--- src/rtl/sap_obi_one_to_n_demux.sv ---
// One-master to N-slave OBI demultiplexer.
// The address decoder picks a slave. A decode miss or a response timeout is
// answered locally with an error rvalid. Slaves that timed out are fenced off
// until their late rvalid arrives and is dropped.

package sap_obi_one_to_n_demux_pkg;

  typedef struct packed {
    logic        req;
    logic        we;
    logic [3:0]  be;
    logic [31:0] addr;
    logic [31:0] wdata;
  } obi_req_t;

  typedef struct packed {
    logic        gnt;
    logic        rvalid;
    logic [31:0] rdata;
  } obi_resp_t;

endpackage

module sap_obi_one_to_n_demux
  import sap_obi_one_to_n_demux_pkg::*;
#(
  parameter int unsigned             NSLAVE     = 2,
  parameter logic [NSLAVE-1:0][31:0] SLAVE_BASE = '0,
  parameter logic [NSLAVE-1:0][31:0] SLAVE_MASK = '0,
  parameter int unsigned             TIMEOUT    = 256,
  parameter logic [31:0]             ERR_RDATA  = 32'hBADACCE5
) (
  input  logic                   clk_i,
  input  logic                   rst_i,
  input  obi_req_t               master_req_i,
  output obi_resp_t              master_resp_o,
  output obi_req_t  [NSLAVE-1:0] slave_req_o,
  input  obi_resp_t [NSLAVE-1:0] slave_resp_i,
  output logic                   err_o,
  output logic                   busy_o
);

  localparam int unsigned SEL_W = (NSLAVE > 1) ? $clog2(NSLAVE) : 1;
  localparam int unsigned CNT_W = $clog2(TIMEOUT + 1);

  typedef enum logic [1:0] {
    IDLE,
    WAIT_RVALID,
    ERR_RESP
  } state_t;

  state_t             state_q;
  state_t             state_d;
  logic [SEL_W-1:0]   sel_q;
  logic [CNT_W-1:0]   cnt_q;
  logic [NSLAVE-1:0]  stale_q;
  logic [NSLAVE-1:0]  stale_d;

  logic               hit;
  logic [SEL_W-1:0]   hit_idx;
  logic               wait_st;
  logic               sel_rvalid;
  logic               accept;
  logic               issue_hit;
  logic               issue_gnt;
  logic               issue_miss;
  logic               timeout;

  // Address decode: the first (lowest-index) matching slave wins.
  always_comb begin
    hit     = 1'b0;
    hit_idx = '0;
    for (int unsigned i = 0; i < NSLAVE; i++) begin
      if (!hit && ((master_req_i.addr & SLAVE_MASK[i]) == SLAVE_BASE[i])) begin
        hit     = 1'b1;
        hit_idx = SEL_W'(i);
      end
    end
  end

  // Issue qualifiers shared by next-state and output logic. A new request is
  // accepted in IDLE, or in WAIT_RVALID on the very cycle the outstanding
  // response returns, which gives zero-bubble back-to-back transfers.
  always_comb begin
    wait_st    = (state_q == WAIT_RVALID);
    sel_rvalid = wait_st && slave_resp_i[sel_q].rvalid && !stale_q[sel_q];
    accept     = (state_q == IDLE) || sel_rvalid;
    issue_hit  = accept && master_req_i.req && hit && !stale_q[hit_idx];
    issue_gnt  = issue_hit && slave_resp_i[hit_idx].gnt;
    issue_miss = accept && master_req_i.req && !hit;
    timeout    = wait_st && !sel_rvalid && (cnt_q == CNT_W'(TIMEOUT - 1));
  end

  // Stale tracking: set on timeout and cleared by the slave's late rvalid.
  // A timeout implies that the selected slave gave no rvalid, so the set and
  // the clear never hit the same bit in the same cycle.
  always_comb begin
    stale_d = stale_q;
    for (int unsigned i = 0; i < NSLAVE; i++) begin
      if (stale_q[i] && slave_resp_i[i].rvalid) begin
        stale_d[i] = 1'b0;
      end
    end
    if (timeout) begin
      stale_d[sel_q] = 1'b1;
    end
  end

  // State register plus selected-slave, timeout counter and stale flags.
  always_ff @(posedge clk_i) begin
    if (rst_i) begin
      state_q <= IDLE;
      sel_q   <= '0;
      cnt_q   <= '0;
      stale_q <= '0;
    end else begin
      state_q <= state_d;
      stale_q <= stale_d;
      if (issue_gnt) begin
        sel_q <= hit_idx;
        cnt_q <= '0;
      end else if (wait_st && !sel_rvalid && !timeout) begin
        cnt_q <= cnt_q + CNT_W'(1);
      end
    end
  end

  // Next-state logic.
  always_comb begin
    state_d = state_q;
    unique case (state_q)
      IDLE: begin
        if (issue_gnt) begin
          state_d = WAIT_RVALID;
        end else if (issue_miss) begin
          state_d = ERR_RESP;
        end
      end
      WAIT_RVALID: begin
        if (sel_rvalid) begin
          if (issue_gnt) begin
            state_d = WAIT_RVALID;
          end else if (issue_miss) begin
            state_d = ERR_RESP;
          end else begin
            state_d = IDLE;
          end
        end else if (timeout) begin
          state_d = ERR_RESP;
        end
      end
      ERR_RESP: state_d = IDLE;
      default:  state_d = IDLE;
    endcase
  end

  // Output logic. All handshakes are forced low while reset is held.
  always_comb begin
    master_resp_o = '0;
    err_o         = 1'b0;
    busy_o        = 1'b0;
    for (int unsigned i = 0; i < NSLAVE; i++) begin
      slave_req_o[i]     = master_req_i;
      slave_req_o[i].req = 1'b0;
    end
    if (!rst_i) begin
      if (issue_hit) begin
        slave_req_o[hit_idx].req = 1'b1;
      end
      master_resp_o.gnt = issue_gnt || issue_miss;
      if (sel_rvalid) begin
        master_resp_o.rvalid = 1'b1;
        master_resp_o.rdata  = slave_resp_i[sel_q].rdata;
      end else if (state_q == ERR_RESP) begin
        master_resp_o.rvalid = 1'b1;
        master_resp_o.rdata  = ERR_RDATA;
        err_o                = 1'b1;
      end
      busy_o = (state_q != IDLE);
    end
  end

endmodule
--- config.mk ---
export PLATFORM = sky130hd
export DESIGN_NAME = sap_obi_one_to_n_demux
export DESIGN_NICKNAME = d
export VERILOG_FILES = /design/src/rtl/sap_obi_one_to_n_demux.sv
export SDC_FILE = /design/constraint.sdc
export NUM_CORES = 1
export LEC_CHECK = 0
export CAP_MARGIN = 20
export CORE_AREA = 2 2 122 124
export CTS_CLUSTER_DIAMETER = 30
export DETAILED_ROUTE_END_ITERATION = 10
export DIE_AREA = 0 0 124 126
export PLACE_DENSITY = 0.62
export SLEW_MARGIN = 15
export SYNTH_ARGS = -nofsm -noshare
export SYNTH_HDL_FRONTEND = slang
export SYNTH_SLANG_ARGS = --single-unit
--- constraint.sdc ---
create_clock -name clk_i -period 1.6 [get_ports clk_i]
set_input_delay 0.24 -clock clk_i [delete_from_list [all_inputs] [get_ports clk_i]]
set_output_delay 0.24 -clock clk_i [all_outputs]
set_load 0.03 [all_outputs]
==> flow_summary.json <==
{
  "cp-end-kind": "output port",
  "clockRootBuffer": "clkbuf_16",
  "crit_buf_inv": 3,
  "synth_nets": 393,
  "setup_ws_ps": -281,
  "core_area_um2": 14300,
  "routedWlPerCell_um": 11.6,
  "grt_pass1_vias": 1406,
  "layout.cells.non_filler": 400,
  "drc": 0,
  "violations": "negative setup slack",
  "vias_per_cell": 3.09,
  "drv_cap": 0,
  "power_mw": 1.11,
  "grt_util_all_layers_pct": 5.88,
  "ys_seq_area_share_pct": 12.3,
  "synth-edff-count": 0,
  "grt_pass1_wl_um": 7020,
  "final_util_pct": 18.3,
  "start_util_pct": 13.7,
  "hp-class": "primary input to output port",
  "yosysUniqueCellTypes": 29,
  "critPathTopFamily": "simple AND/OR/NAND/NOR gates",
  "cts.path.max_buffers": 2,
  "groute.layer.met3.usage_pct": 2.90,
  "startpoint_type": "flop",
  "worstPathArrival_ps": 1640,
  "hold_violations": 0,
  "ant_nets": 0,
  "grt_max_degree": 20,
  "antennaDiodeCount": 0,
  "rsz0062_at_grt": "yes",
  "pre_cts_slack_ps": -400,
  "routabilityCongestion": 0.699,
  "antenna_found_initial": 0,
  "fin_nets": 359,
  "ys_warn_count": 0,
  "crit_type": "flop to output port",
  "crit_chain": "nand2b_4 -> or2_4 -> a21oi_4 -> buf_6 -> buf_16 -> o21a_4 -> buf_12",
  "synth_ff_type": "dfxtp_1",
  "cts_sinks": 12,
  "routed_wl_um": 4650,
  "setup_viol": 38,
  "drive_above_1_share_pct": 60.2,
  "final_cell_area_um2": 2610,
  "post_dp_cell_area_um2": 2150,
  "final_cell_mix": "buf_6, clkdlybuf4s50_1, buf_4",
  "tns_ps": -8100,
  "cp.required_ps": 1360,
  "via_count": 1236,
  "htree_levels": 1,
  "path_max_fanout": 5,
  "drtIter0Drc": 43,
  "powerDensity_nw_per_um2": 423,
  "tritoncts": "yes",
  "tightest_slew_ps": 680,
  "fp.dieArea_um2": 15600,
  "dp.cells": 387,
  "async_reset_ff_share_pct": 0,
  "r2r-start": "cnt_q[1]$_SDFFE_PP0P_",
  "ios": 316,
  "hold_slack_ps": 480,
  "hold_buffers": 0,
  "cts_made_buffers": 3,
  "area_growth_pct": 33.7,
  "fin_crit_sh_pct": 118,
  "clkLatencyLatePin_ps": 240,
  "path_clk_slew_ps": 40,
  "hold_start": "master_req_i[52]",
  "status": "complete, but fails checks",
  "slowest_delay_ps": 330,
  "synth_area_um2": 1950,
  "dp_hpwl_um": 3370,
  "grt_use_met2_pct": 9.50,
  "crit_slowest_cell": "dfxtp_4",
  "grt-busiest-layer": "met2",
  "vdd_drop_max_uv": 501,
  "die_h_um": 126,
  "relSlewSlack_pct": 54.4,
  "dr.pass1.iters": 3,
  "crit_start": "state_q[1]$_SDFFE_PP0P_",
  "rows": 44,
  "finClkSkew_ps": 1.77,
  "slew_viol_final": 0,
  "layout_commonest_cell": "buf_6",
  "grt_use_met1_pct": 6.25,
  "ys_ff_latch": 12,
  "die_w_um": 124,
  "fin_crit_ps": 1880,
  "max_freq_mhz": 532,
  "p_leak_nw": 1.01,
  "synthCells": 251,
  "io_buffers": 73,
  "avgSynthCellArea_um2": 7.79,
  "grt-ovfl-total": 0
}
metal layers:
metal  vias up  share of wire [%]
li1        589                  -
met1       604                 37
met2        41                 53
met3         2                8.8
met4         0                1.2
met5         -                  0
area by class of cell:
| class | count | area [µm²] |
|---|---|---|
| Fill cell | 1572 | 11700 |
| Timing Repair Buffer | 108 | 1120 |
| Multi-Input combinational cell | 88 | 918 |
| Sequential cell | 12 | 248 |
| Tap cell | 184 | 230 |
| Clock buffer | 4 | 78.8 |
| Inverter | 4 | 15.0 |
flip-flops by register name (all words and copies together) (netlist names):
name / cells
cnt_q: 9
state_q: 2
stale_q: 1
power by group:
group          switching, mW  leakage, nW  internal (mW)
combinational          0.150        0.872          0.191
clock                  0.125       0.0382          0.335
sequential           0.00296       0.0992          0.302
cell usage after synthesis (2+ instances only):
library cell / count / area share [%]
a21o_1: 2 / 0.77
and2_1: 14 / 4.5
buf_4: 139 / 53
buf_6: 4 / 2.3
clkbuf_1: 3 / 0.58
dfxtp_1: 12 / 12
ha_1: 2 / 1.3
inv_1: 4 / 0.77
nand2_1: 3 / 0.58
nand2b_1: 4 / 1.3
nand3_1: 2 / 0.51
nor2_1: 14 / 2.7
nor2b_1: 2 / 0.64
nor3_1: 3 / 0.77
nor4_1: 5 / 1.6
o21a_1: 19 / 7.3
xnor2_1: 7 / 3.1
worst register-to-register path, delay by kind of cell, from the launching register on:
| family | cells | cell delay [ps] |
|---|---|---|
| xor gates and xnor gates | 1 | 150 |
| adders and majority gates | 2 | 340 |
| buffers and inverters | 2 | 310 |
| DFF | 1 | 330 |
| and+or+nand+nor | 5 | 520 |
cells by family after synthesis:
kind of cell	count (synthesis)	share of synthesized area, %
buffers and inverters	151	57.3
AND/OR/NAND/NOR	53	15.2
AO/OA/AOI/OAI	24	10.1
flip-flops	12	12.3
XOR/XNOR	7	3.14
adder cells (fa/ha/maj)	2	1.28
other	1	0.192
multiplexers	1	0.512
worst paths after layout:
kind | depth (start not counted) | end | slack [ps]
worst max-delay path | 7 | master_resp_o[28] | -280
worst min-delay path | 0 | slave_req_o[122] | 480
worst max register to register | 10 | cnt_q[7]$_SDFFE_PP0P_ | -170
worst min register to register | 2 | stale_q[0]$_SDFFE_PP0P_ | 550
timing repair:
item,CTS,global route
buffers inserted,4,4
cloned,4,0
resized for setup,72,8
pin swaps,9,11
setup endpoints to repair,43,43
Note: power is estimated with default switching activity, not from simulation.
==> RTL change: new RTL, same settings <==
Re-encode `state_t` (3 states) as one-hot, 3 bits wide.
--- a/src/rtl/sap_obi_one_to_n_demux.sv
+++ b/src/rtl/sap_obi_one_to_n_demux.sv
@@ -45,6 +45,6 @@
 
-  typedef enum logic [1:0] {
-    IDLE,
-    WAIT_RVALID,
-    ERR_RESP
+  typedef enum logic [2:0] {
+    IDLE        = 3'b001,
+    WAIT_RVALID = 3'b010,
+    ERR_RESP    = 3'b100
   } state_t;
Check against the original RTL: no difference found for any inputs over 10 cycles, from zero or initial values and one cycle with rst_i high; not proved beyond that.
==> RTL change against the unedited design <==
The run still ends with negative setup slack left. Power fell by 9.0%. Design area rose by 2.0%. Sequential cell count rose by 1. Register-to-register slack got worse by 0.06 ns. Highest routed layer unchanged. Count of clock-buffer cells in the layout did not move. Synthesized area rose by 1.1%. Critical endpoint is now master_resp_o[22]. Wire length rose by 12%. Critical path type unchanged. Worst setup slack improved by 0.056 ns.
==> RTL change: results <==
group,metric,value,unit
synth,synthTopCellsByCount,"buf_4, o21a_1, and2_1, dfxtp_1, nor2_1",
drt,drt_first_pass_iters,4,
global_routing,met3_usage,1.68,%
finish,reg_top3,"cnt_q: 9 flops, state_q: 3 flops, stale_q: 1 flops",
cts,cts_buffers,3,
drt,wl_per_cell,12.5,µm
synth,synth.net_count,402,
global_routing,grt_usage,5.99,%
cts,cts_resized,54,
global_routing,grt_pass1_wl,7340,µm
finish,fill_cells,1557,
finish,drive_gt1_share,62.9,%
critical_path,worstPathArrival,1.59,ns
global_routing,grt_use_met1,5.46,%
synth,yosys.cell_types.count,36,
drt,vias_per_cell,3.42,
power_and_ir_drop,leakage,0.00101,µW
run_status,outcome,"complete, but fails checks",
critical_path,crit_path_top_delay_cell,"nor4_4",
synth,seq_area_frac_synth,13.2,%
sta,skew,0.000858,ns
global_routing,grt_use_met2,10.8,%
finish,n_antenna_cell,0,
run_status,violations,"negative setup slack",
sta,setup_viol,41,
critical_path,crit_family,"simple AND/OR/NAND/NOR gates",
min_path,hold_path_class,"in2reg",
finish,layout.nets,375,
sta,fin_ws,-0.225,ns
critical_path,max_stage_delay,0.39,ns
drt,drt_iter0_markers,39,
placement,place_area,0.00222,mm²
global_routing,grt_pass1_vias,1417,
placement,gp_congestion,0.727,
RTL change: tightest hold or removal path: stages:
cell           delay (ns)
dlygate4sd2_1        0.25
buf_4                0.15
a21oi_1              0.04
RTL change: metrics by stage:
stage | instances | util [%] | setup WS [ns] | TNS [ns]
floorplan | 260 | - | -0.198 | -1.98
global placement | 400 | 15.5 | -0.445 | -13.54
detailed placement | 400 | 15.5 | -0.477 | -15.45
CTS | 412 | 17.8 | -0.207 | -7.05
global route | 416 | 18.6 | -0.321 | -10.65
finish | 416 | 18.6 | -0.225 | -6.93
RTL change: cell families (layout without fill, tap and decap cells):
logic type               Yosys count  in the layout  synth area share (%)
AO/OA/AOI/OAI                     29             29                  10.6
XOR/XNOR                           6              6                  2.66
adder cells (fa/ha/maj)            3              3                  1.77
buffers and inverters            149            118                  54.8
flip-flops                        13             13                  13.2
other                              1              1                 0.190
AND/OR/NAND/NOR                   59             62                  16.8
RTL change: final cells by class:
class | count | area, µm² | area share [%]
timing repair buffer | 111 | 1080 | 40.6
tap | 184 | 230 | 8.63
multi-input combinational | 101 | 991 | 37.2
sequential | 13 | 273 | 10.2
clock buffer | 4 | 78.8 | 2.96
inverter | 3 | 11.3 | 0.422
RTL change: path summary, 6_finish.rpt:
kind,from,cells after the start,to,slack [ns]
worst max-delay path,state_q[0],5,master_resp_o[22],-0.23
worst min-delay path,rst_i,3,state_q[1],0.47
worst max register to register,state_q[2],5,cnt_q[7],-0.23
worst min register to register,cnt_q[7],2,cnt_q[7],0.50
RTL change: layer usage:
metal | vias to the layer above | part of all wire [%]
li1 | 648 | -
met1 | 638 | 32
met2 | 86 | 49
met3 | 51 | 12
met4 | 0 | 7.2
met5 | - | 0
RTL change: power by group:
group | switching (µW) | internal (µW)
registers | 2.24 | 327
clock network | 139 | 336
logic | 77.2 | 125
